### src/rtl/rotor_stage_ctrl.sv
// One rotor stage of a pipelined rotor cipher: stepping, ring-offset substitution via an
// external lookup, and a one-deep output register. Optional feature macro: RING_SETTING_EN.
module rotor_stage_ctrl #(
   parameter int unsigned NOTCH       = 16,
   parameter int unsigned STEP_ALWAYS = 0
) (
   input  logic       clk,
   input  logic       rst,
`ifdef RING_SETTING_EN
   input  logic [4:0] ring_set,
`endif
   input  logic       load_en,
   input  logic [4:0] load_pos,
   input  logic       in_valid,
   output logic       in_ready,
   input  logic [4:0] in_letter,
   input  logic       step_in,
   output logic [4:0] rotor_right,
   input  logic [4:0] rotor_left,
   output logic       out_valid,
   input  logic       out_ready,
   output logic [4:0] out_letter,
   output logic       step_out,
   output logic [4:0] pos
);

   localparam logic [4:0] NOTCH_POS = 5'(NOTCH);
   localparam logic       FAST      = (STEP_ALWAYS != 0);

   typedef enum logic {EMPTY, FULL} state_t;

   state_t     state_q, state_d;
   logic [4:0] ring;
   logic       accept;
   logic       letter_ok;
   logic       step;
   logic [4:0] p_next;
   logic [4:0] load_red;
   logic [5:0] fwd_s1, fwd_r1, fwd_s2, fwd_r2;
   logic [5:0] rev_s1, rev_r1, rev_s2, rev_r2;
   logic [4:0] sub_letter;

   function automatic logic [5:0] mod26_once(input logic [5:0] v);
      return (v >= 6'd26) ? v - 6'd26 : v;
   endfunction

   assign out_valid = (state_q == FULL);
   assign in_ready  = (!out_valid || out_ready) && !load_en && !rst;
   assign accept    = in_valid && in_ready;
   assign letter_ok = (in_letter <= 5'd25);
   assign step      = accept && (step_in || FAST) && letter_ok;
   assign load_red  = (load_pos > 5'd25) ? load_pos - 5'd26 : load_pos;

   always_comb begin
      p_next = pos;
      if (step)
         p_next = (pos == 5'd25) ? 5'd0 : pos + 5'd1;
   end

   // Forward path uses the post-step position so stepping precedes substitution.
   always_comb begin
      fwd_s1 = {1'b0, in_letter} + {1'b0, p_next};
      fwd_r1 = mod26_once(fwd_s1);
      fwd_s2 = fwd_r1 + 6'd26 - {1'b0, ring};
      fwd_r2 = mod26_once(fwd_s2);
      rotor_right = letter_ok ? fwd_r2[4:0] : 5'd31;
   end

   always_comb begin
      rev_s1 = {1'b0, rotor_left} + {1'b0, ring};
      rev_r1 = mod26_once(rev_s1);
      rev_s2 = rev_r1 + 6'd26 - {1'b0, p_next};
      rev_r2 = mod26_once(rev_s2);
      sub_letter = letter_ok ? rev_r2[4:0] : 5'd31;
   end

`ifdef RING_SETTING_EN
   always_ff @(posedge clk) begin
      if (rst)
         ring <= '0;
      else if (load_en)
         ring <= (ring_set > 5'd25) ? ring_set - 5'd26 : ring_set;
   end
`else
   assign ring = '0;
`endif

   always_ff @(posedge clk) begin
      if (rst)
         pos <= '0;
      else if (load_en)
         pos <= load_red;
      else if (accept)
         pos <= p_next;
   end

   always_ff @(posedge clk) begin
      if (rst)
         state_q <= EMPTY;
      else
         state_q <= state_d;
   end

   always_comb begin
      state_d = state_q;
      case (state_q)
         EMPTY: if (accept) state_d = FULL;
         FULL: begin
            if (accept)
               state_d = FULL;
            else if (out_ready)
               state_d = EMPTY;
         end
         default: state_d = EMPTY;
      endcase
   end

   always_ff @(posedge clk) begin
      if (rst) begin
         out_letter <= '0;
         step_out   <= 1'b0;
      end else if (accept) begin
         out_letter <= sub_letter;
         step_out   <= step && (pos == NOTCH_POS);
      end
   end

endmodule

### config.mk
export PLATFORM = sky130hd
export DESIGN_NAME = rotor_stage_ctrl
export DESIGN_NICKNAME = d
export VERILOG_FILES = /design/src/rtl/rotor_stage_ctrl.sv
export SDC_FILE = /design/constraint.sdc
export NUM_CORES = 1
export LEC_CHECK = 0
export CORE_MARGIN = 8
export CORE_UTILIZATION = 30
export CTS_BUF_LIST = sky130_fd_sc_hd__clkbuf_8
export DETAILED_ROUTE_END_ITERATION = 8
export HOLD_SLACK_MARGIN = 0.06
export PLACE_DENSITY = 0.49
export RECOVER_POWER = 50
export SYNTH_ARGS = -nofsm -noshare
export SYNTH_HDL_FRONTEND = slang
export SYNTH_SLANG_ARGS = --single-unit
### constraint.sdc
create_clock -name clk -period 11 [get_ports clk]
set_input_delay 2.2 -clock clk [delete_from_list [all_inputs] [get_ports clk]]
set_output_delay 2.2 -clock clk [all_outputs]
set_load 0.01 [all_outputs]
# After elaboration in Yosys (flattened, before gate mapping)

Index checks and enable logic that the tools add are counted.

Output and inout bits: 18
Logic and storage cells: 49
Register bits: 12
Bits of input ports: 21

Bitwise logic cells: 1
Order comparisons: 6
Reductions and logical operators: 11
Add/sub/neg operators: 10
Muxes and demuxes: 15
Equality and inequality tests: 2

Operator list:

| kind                                                                  | number |
|---|---|
| 5-bit two-way mux                                                     | 9 |
| 6-bit by 5-bit >= comparator with 1-bit output, second input constant | 3 |
| 5-bit subtractor, second input constant                               | 3 |
| 6-bit by 5-bit adder with 6-bit output, second input constant         | 2 |
| 6-bit two-way mux                                                     | 2 |
| 5-bit equality test, second input constant                            | 2 |
| 5-bit by 5-bit adder with 6-bit output                                | 1 |
| 1-bit logical AND                                                     | 6 |
| 5-bit by 5-bit subtractor with 6-bit output, second input constant    | 1 |
| 6-bit by 5-bit subtractor with 6-bit output                           | 1 |
| 6-bit by 5-bit subtractor with 6-bit output, second input constant    | 1 |
| 5-bit by 1-bit adder with 5-bit output, second input constant         | 1 |
| 5-bit >= comparator, second input constant                            | 1 |
| 5-bit > comparator, second input constant                             | 1 |
| 5-bit <= comparator, second input constant                            | 1 |
| 1-bit zero test                                                       | 3 |
| 1-bit two-way mux                                                     | 3 |
| 1-bit case mux with 2 select lines                                    | 1 |
| 2-bit nonzero test                                                    | 1 |
| 1-bit logical OR                                                      | 1 |
| 1-bit inverter                                                        | 1 |

# Longest topological paths before layout

Gate-level depths: netlist (run 1).

Depth after elaboration: 15
Mapped depth: 26
Depth with buffers taken out: 26

# Worst setup path before layout (run 1)

No wires, ideal clock.

Path kind: input to output
From: input load_en
To: output rotor_right[1]
Stages: 23
Data arrival time: 7.517 ns
Required time: 8.800 ns
Path buffers: 1
Setup slack: 1.283 ns
Cell sequence: clkbuf_1 -> nor3_1 -> and2_1 -> nand3_1 -> mux2_2 -> ha_1 -> fa_1 -> xor2_1 -> inv_1 -> ha_1 -> and2b_2 -> or3_4 -> a31o_1 -> nor2_1 -> nand2_1 -> o21ai_0 -> inv_1 -> ha_1 -> or4_4 -> a31oi_1 -> nor2b_1 -> a211oi_2 -> mux2_1

Cells in the longest elaborated chain, start to end: 14
Elaborated cells between the ends (all ways): 16
Classes of those cells: 4 x add/sub; 2 x order compare; 4 x mux; 6 x reduce/logical

Ends and longest elaborated chain:

| item                                                                                                                 | line | RTL |
|---|---|---|
| from (decl)                                                                                                          | 12   | `input logic load_en,` |
| 1-bit zero test (*)                                                                                                  | 48   | `assign in_ready = (!out_valid \|\| out_ready) && !load_en && !rst;` |
| 1-bit logical AND (*) (2 in series)                                                                                  | 48   |  |
| net in_ready                                                                                                         | 15   | `output logic in_ready,` |
| 1-bit logical AND (*)                                                                                                | 49   | `assign accept = in_valid && in_ready;` |
| 1-bit logical AND (*) (2 in series)                                                                                  | 51   | `assign step = accept && (step_in \|\| FAST) && letter_ok;` |
| 5-bit two-way mux (*)                                                                                                | 56   | `if (step)` |
| 5-bit by 5-bit adder with 6-bit output (*)                                                                           | 62   | `fwd_s1 = {1'b0, in_letter} + {1'b0, p_next};` |
| 6-bit by 5-bit subtractor with 6-bit output / 6-bit by 5-bit >= comparator with 1-bit output (equally long branches) | 44   | `return (v >= 6'd26) ? v - 6'd26 : v;` |
| 6-bit two-way mux (*)                                                                                                | 44   |  |
| 6-bit by 5-bit adder with 6-bit output (*)                                                                           | 64   | `fwd_s2 = fwd_r1 + 6'd26 - {1'b0, ring};` |
| 5-bit subtractor / 6-bit by 5-bit >= comparator with 1-bit output (equally long branches)                            | 44   |  |
| 5-bit two-way mux (*)                                                                                                | 44   |  |
| 5-bit two-way mux (*)                                                                                                | 66   | `rotor_right = letter_ok ? fwd_r2[4:0] : 5'd31;` |
| to (decl)                                                                                                            | 18   | `output logic [4:0] rotor_right,` |

The timed path passes the listed nets; every way through them passes the cells marked *.

# Final worst setup path (run 1)

From: input out_ready
To: output rotor_right[1]

Cells in the longest elaborated chain, start to end: 14
Elaborated cells between the ends (all ways): 16
Classes of those cells: 4 x add/sub; 2 x order compare; 4 x mux; 6 x reduce/logical

Ends and longest elaborated chain:

| item                                                                                                                 | line | RTL |
|---|---|---|
| from (decl)                                                                                                          | 21   | `input logic out_ready,` |
| 1-bit logical OR (*)                                                                                                 | 48   |  |
| 1-bit logical AND (*) (2 in series)                                                                                  | 48   |  |
| 1-bit logical AND (*)                                                                                                | 49   |  |
| 1-bit logical AND (*) (2 in series)                                                                                  | 51   |  |
| 5-bit two-way mux (*)                                                                                                | 56   |  |
| 5-bit by 5-bit adder with 6-bit output (*)                                                                           | 62   |  |
| 6-bit by 5-bit subtractor with 6-bit output / 6-bit by 5-bit >= comparator with 1-bit output (equally long branches) | 44   |  |
| 6-bit two-way mux (*)                                                                                                | 44   |  |
| 6-bit by 5-bit adder with 6-bit output (*)                                                                           | 64   |  |
| 5-bit subtractor / 6-bit by 5-bit >= comparator with 1-bit output (equally long branches)                            | 44   |  |
| 5-bit two-way mux (*)                                                                                                | 44   |  |
| 5-bit two-way mux (*)                                                                                                | 66   |  |

Mark *: on every way between the ends. The rest lies on a longest branch, timed or not.

==> results.cfg, run 1 <==
[status]
status = complete, no violations

[logic_synthesis]
syn-num-nets = 314
synth_top_family_by_area = compound AO/OA/AOI/OAI gates
yosysSeqAreaShare = 0.1260
synthCells = 266
ys_types = 58
synth-async-reset-ratio = 0
synthXorXnorAreaFrac = 0.04134
synth_simple_gate_area_frac = 0.2526
synth_mux_area_frac = 0.03543
synth_seq_cells = 12
netlist_area_sq_um = 1907
ys.flop_type = dfxtp_1
synth_fa_ha_area_frac = 0.1850
synth_area_per_cell_sq_um = 7.169
yosys_warnings = 0
synth-edff-count = 0
synth_compound_area_frac = 0.3071

[clocking]
cts_setup_buffers = 0
clk_latency_ps = 240
clockRootBuffer = clkbuf_8
cts_tree = built
clkTransAtPathRegs_ps = 50
clk_path_buf_depth = 2
cts_made_buffers = 3
cts.sinks = 12
htreeDepth = 1

[cells_and_area]
multi_input_area_sq_um = 1572
nFillCells = 664
synthToLayoutAreaGrowth_pct = 29.53
final_cells = 386
seq_area_sq_um = 240.2
final_cell_mix = nand2_1, ha_1, clkdlybuf4s50_1
nets = 358
postLayoutCoreUtil = 0.3958
layout_commonest_cell = nand2_1
finalInstanceArea_sq_um = 2470
antennaDiodeCount = 0
drive_above_1_share = 0.08091

[routing]
wl_per_cell_um = 14.34
drt_iter0_markers = 84
routed-via-count = 2068
postRouteAntennaNets = 0
route.detailed.drc = 0
drt-total-wl_mm = 5.535
drt_pass1_iterations = 4
viasPerCell = 5.358

[floorplan]
rows = 29
die_x_um = 95.73
core-area_sq_um = 6241
die_h_um = 95.73
ios = 39
initial_core_util = 0.3055
dieArea_sq_um = 9163

[worst_setup_path]
crit_arrival_ps = 8300
critPathCaptureType = output pin
crit_path_max_incr_delay_ps = 570
crit_top_cell = ha_1
critPathMaxFanout = 6
slowest_stage = or4_4
cpLargestDelayFamily = simple AND/OR/NAND/NOR gates
critPathBufInv = 4
start_kind = input pin
cp.required_ps = 8800
critPathKind = input pin to output pin

[sta]
max_freq_mhz = 95.23
setup_slack_ps = 499.6
rsz0062_at_grt = false
relSlewSlack = 0.6311
period_needed_ps = 10500
finalHoldViolCount = 0
setup_violations = 0
fin_skew_ps = 4.579
fin_crit_sh = 0.9546
setup_tns_ps = 0
tightestPinTransition_ps = 550.1
slew_viol_final = 0

[global_route]
grt-busiest-layer = met2
grtUsageMet3 = 0.01716
use_met1 = 0.1494
grt_overflow = 0
antenna_found_initial = 0
grt_pass1_vias = 1991
grt_use_met2 = 0.2120
grt_pass1_wl_mm = 9.177
grt_usage = 0.1218
grt_max_degree = 14

[power_and_ir_drop]
total_leakage_power_nw = 1.095
ir_drop_v = 0.00006731
power_density_nw_per_um2 = 128.3

[worst_hold_path]
hp-class = flip-flop to flip-flop

[placed_design]
dp_cells = 382
place_area_sq_um = 2407
portBuffers = 38
gp_congestion = 0.8141
dpl.hpwl_mm = 4.525
pre_cts_ws_ps = 333.2

[job]
maxCapViolCount = 0
## per-stage QoR
| stage | power (mW) | hold WS, ps |
|---|---|---|
| after floorplan | 0.1998 | 494.7 |
| after global placement | 0.2710 | 468.8 |
| after detailed placement | 0.2697 | 476.2 |
| after CTS | 0.3209 | 488.9 |
| after global routing | 0.3466 | 500.9 |
| final | 0.3170 | 479.2 |
## final cells by class
class / count / area share
multi-input combinational: 228 / 0.6363
clock buffer: 4 / 0.02229
tap: 77 / 0.03901
timing repair buffer: 44 / 0.1733
inverter: 21 / 0.03191
sequential: 12 / 0.09726
## flip-flops by register name, summed over array words and instances (netlist names)
name and count:
out_letter 5, out_valid 1, pos 5, step_out 1
## where the power goes
part / total (mW) / switching, mW / internal (mW)
sequential: 0.0504 / 0.00308 / 0.0473
combinational: 0.218 / 0.115 / 0.102
clock: 0.0490 / 0.0173 / 0.0317
## repair_timing
item | 4_1_cts | 5_1_grt
hold buffers | 0 | 0
gates resized for setup | 0 | 2
endpoints found under the setup margin | 0 | 1
## cells in the mapped netlist (5+ instances only)
cell       n  area (sq um)
a21o_1     5         37.54
a21oi_1   18         90.09
a31oi_1    9         56.30
dfxtp_1   12         240.2
ha_1      25         312.8
inv_1     21         78.83
nand2_1   37         138.9
nand3_1    9         45.04
nand4_1    5         31.28
nor2_1    19         71.32
nor2b_1    5         31.28
nor3_1     6         30.03
o211ai_1   7         52.55
o21ai_0   19         95.09
xnor2_1    6         52.55
## cells by family (layout without fill, tap and decap cells)
| family | count (synthesis) | count (layout) |
|---|---|---|
| flip-flops | 12 | 12 |
| adder cells (fa/ha/maj) | 27 | 27 |
| XOR/XNOR | 9 | 9 |
| multiplexers | 6 | 6 |
| buffers and inverters | 26 | 69 |
| AO/OA/AOI/OAI | 87 | 87 |
| AND/OR/NAND/NOR | 99 | 99 |
## worst paths after layout
check,startpoint,end,slack [ps],depth (start not counted)
worst max-delay path,out_ready,rotor_right[1],500,26
worst min-delay path,out_letter[4],out_letter[4],480,1
worst max register to register,out_valid,out_letter[1],6990,18
worst min register to register,out_letter[4],out_letter[4],480,1
## per-layer routing
layer	up-vias	wire length (um)
met5	-	0
met4	0	124
met3	9	259
met2	41	2627
met1	947	2524
li1	1071	-
## worst reg2reg max path, delay by kind of cell, from the launching register on
kind,cells,cell delay (ps)
AO/OA/AOI/OAI,7,1310
XOR/XNOR,1,250
adder cells (fa/ha/maj),2,800
AND/OR/NAND/NOR,6,990
flip-flops,1,300
buffers and inverters,2,230
No activity file was read; power rests on OpenSTA's default activity.
==> run 2, diff against run 1 <==
--- a/config.mk
+++ b/config.mk
@@ -6,11 +6,11 @@
 export NUM_CORES = 1
 export LEC_CHECK = 0
 export CORE_MARGIN = 8
-export CORE_UTILIZATION = 30
+export CORE_UTILIZATION = 40
 export CTS_BUF_LIST = sky130_fd_sc_hd__clkbuf_8
 export DETAILED_ROUTE_END_ITERATION = 8
 export HOLD_SLACK_MARGIN = 0.06
-export PLACE_DENSITY = 0.49
+export PLACE_DENSITY = 0.63
 export RECOVER_POWER = 50
 export SYNTH_ARGS = -nofsm -noshare
 export SYNTH_HDL_FRONTEND = slang
==> results.cfg, run 2 (synthesis results as in run 1) <==
[routing]
drt-total-wl_mm = 5.111
drt_pass1_iterations = 5
postRouteAntennaNets = 0
route.detailed.drc = 0
viasPerCell = 5.552
routed-via-count = 2021
drt_iter0_markers = 88
wl_per_cell_um = 14.04

[clocking]
clockRootBuffer = clkbuf_8
clkTransAtPathRegs_ps = 50
cts.sinks = 12
cts_tree = built
clk_latency_ps = 240
cts_made_buffers = 3
htreeDepth = 1
clk_path_buf_depth = 2

[worst_setup_path]
crit_path_max_incr_delay_ps = 560
start_kind = input pin
reg2reg_from = out_valid
r2r_end = out_letter[1]
reg2reg_depth = 18
critPathKind = input pin to output pin
critPathCaptureType = output pin
cp.required_ps = 8800
slowest_stage = or4_4
crit_top_cell = ha_1
cp-endpoint = rotor_right[1]
r2r_slack_ps = 7070
critPathMaxFanout = 6
crit_arrival_ps = 8250
crit_path_start = out_ready

[floorplan]
rows = 25
initial_core_util = 0.4091
core-area_sq_um = 4661
ios = 39
die_x_um = 85.05
dieArea_sq_um = 7233
die_h_um = 85.05

[global_route]
grt_max_degree = 14
grt_usage = 0.1421
grt_overflow = 0
grt_pass1_vias = 2004
grt_pass1_wl_mm = 8.838
antenna_found_initial = 0

[cells_and_area]
final_cell_mix = nand2_1, ha_1, clkdlybuf4s50_1
synthToLayoutAreaGrowth_pct = 28.41
finalInstanceArea_sq_um = 2449
layout_commonest_cell = nand2_1
nFillCells = 465
top_regs = out_letter x5, pos x5
drive_above_1_share = 0.08387
nets = 359
antennaDiodeCount = 0

[sta]
relSlewSlack = 0.6264
period_needed_ps = 10450
setup_tns_ps = 0
max_freq_mhz = 95.67
setup_violations = 0
tightestPinTransition_ps = 557.0
slew_viol_final = 0
finalHoldViolCount = 0
fin_crit_sh = 0.9503
rsz0062_at_grt = false
fin_skew_ps = 1.628

[status]
status = complete, no violations

[power_and_ir_drop]
p_switching_mw = 0.1333
seqPwrFrac = 0.160
pwr-share-clk = 0.154
total_leakage_power_nw = 1.101
swShare = 0.4238
p_int_mw = 0.1812
ir_drop_v = 0.00009203
power_density_nw_per_um2 = 128.4
power_frac_comb = 0.686

[job]
maxCapViolCount = 0

[placed_design]
portBuffers = 38
gp_congestion = 0.8313
dpl.hpwl_mm = 4.191
place_area_sq_um = 2379

[worst_hold_path]
hp-class = flip-flop to flip-flop
run 2: per-layer routing:
layer / vias to the layer above / GRT usage / routed length (um) / share of wire
met2: 59 / 0.2393 / 2354 / 0.46
met5: - / 0 / 0 / 0
li1: 1070 / - / - / -
met1: 884 / 0.1805 / 2446 / 0.48
met3: 8 / 0.02027 / 213 / 0.042
met4: 0 / 0.04369 / 95 / 0.019
run 2: final cells by class:
class                   count  area, sq um  share of cell area
clock buffers               4        55.05             0.02248
repair buffers             45        435.4              0.1778
well taps                  54        67.56             0.02759
inverters                  21        78.83             0.03219
flip-flops and latches     12        240.2             0.09811
multi-input cells         228         1572              0.6418
run 2: worst min-delay path by stage:
stage / slack, ps / to / start / cells after the start
CTS: 490 / out_letter[3] / out_letter[3] / 2
detailed placement: 480 / out_letter[1] / out_letter[1] / 1
global placement: 470 / out_letter[1] / out_letter[1] / 1
global route: 500 / out_letter[1] / out_letter[1] / 1
floorplan: 490 / out_letter[3] / out_letter[3] / 2
finish: 480 / out_letter[3] / out_letter[3] / 2
run 2: power groups by stage:
stage | sequential, mW | clock [mW] | combinational (mW)
after CTS | 0.0504 | 0.0495 | 0.217
after global routing | 0.0508 | 0.0518 | 0.243
final | 0.0503 | 0.0485 | 0.216
after detailed placement | 0.0514 | 0 | 0.215
after global placement | 0.0514 | 0 | 0.215
after floorplan | 0.0527 | 0 | 0.147
run 2: per-stage QoR:
stage	power, mW	instances	utilization	hold WS (ps)	setup WS, ps
floorplan	0.1998	266	-	494.7	1283
global placement	0.2668	359	0.5103	468.1	521.2
detailed placement	0.2661	359	0.5103	476.4	401.0
CTS	0.3166	363	0.5221	488.6	385.3
global route	0.3454	364	0.5254	499.7	78.39
finish	0.3145	364	0.5254	482.3	547.1
run 2: worst max-delay path, delay by kind of cell:
family | cells | cell delay (ps)
fa+ha+maj | 4 | 1140
mux | 2 | 640
compound gates | 3 | 660
xor+xnor | 1 | 210
simple gates | 12 | 2330
buf+inv | 4 | 1060
run 2: timing repair:
| item | in CTS | in global routing |
|---|---|---|
| buffers inserted | 0 | 1 |
| gates resized for setup | 0 | 2 |
| hold buffers | 0 | 0 |
| setup endpoints to repair | 0 | 2 |
==> run 3, diff against run 2 <==
--- a/config.mk
+++ b/config.mk
@@ -5,9 +5,11 @@
 export SDC_FILE = /design/constraint.sdc
 export NUM_CORES = 1
 export LEC_CHECK = 0
+export CAP_MARGIN = 5
 export CORE_MARGIN = 8
 export CORE_UTILIZATION = 40
 export CTS_BUF_LIST = sky130_fd_sc_hd__clkbuf_8
+export CTS_CLUSTER_DIAMETER = 60
 export DETAILED_ROUTE_END_ITERATION = 8
 export HOLD_SLACK_MARGIN = 0.06
 export PLACE_DENSITY = 0.63
==> results of run 3 <==
Same layout as run 2: the final DEF is identical, and so are final timing and power.
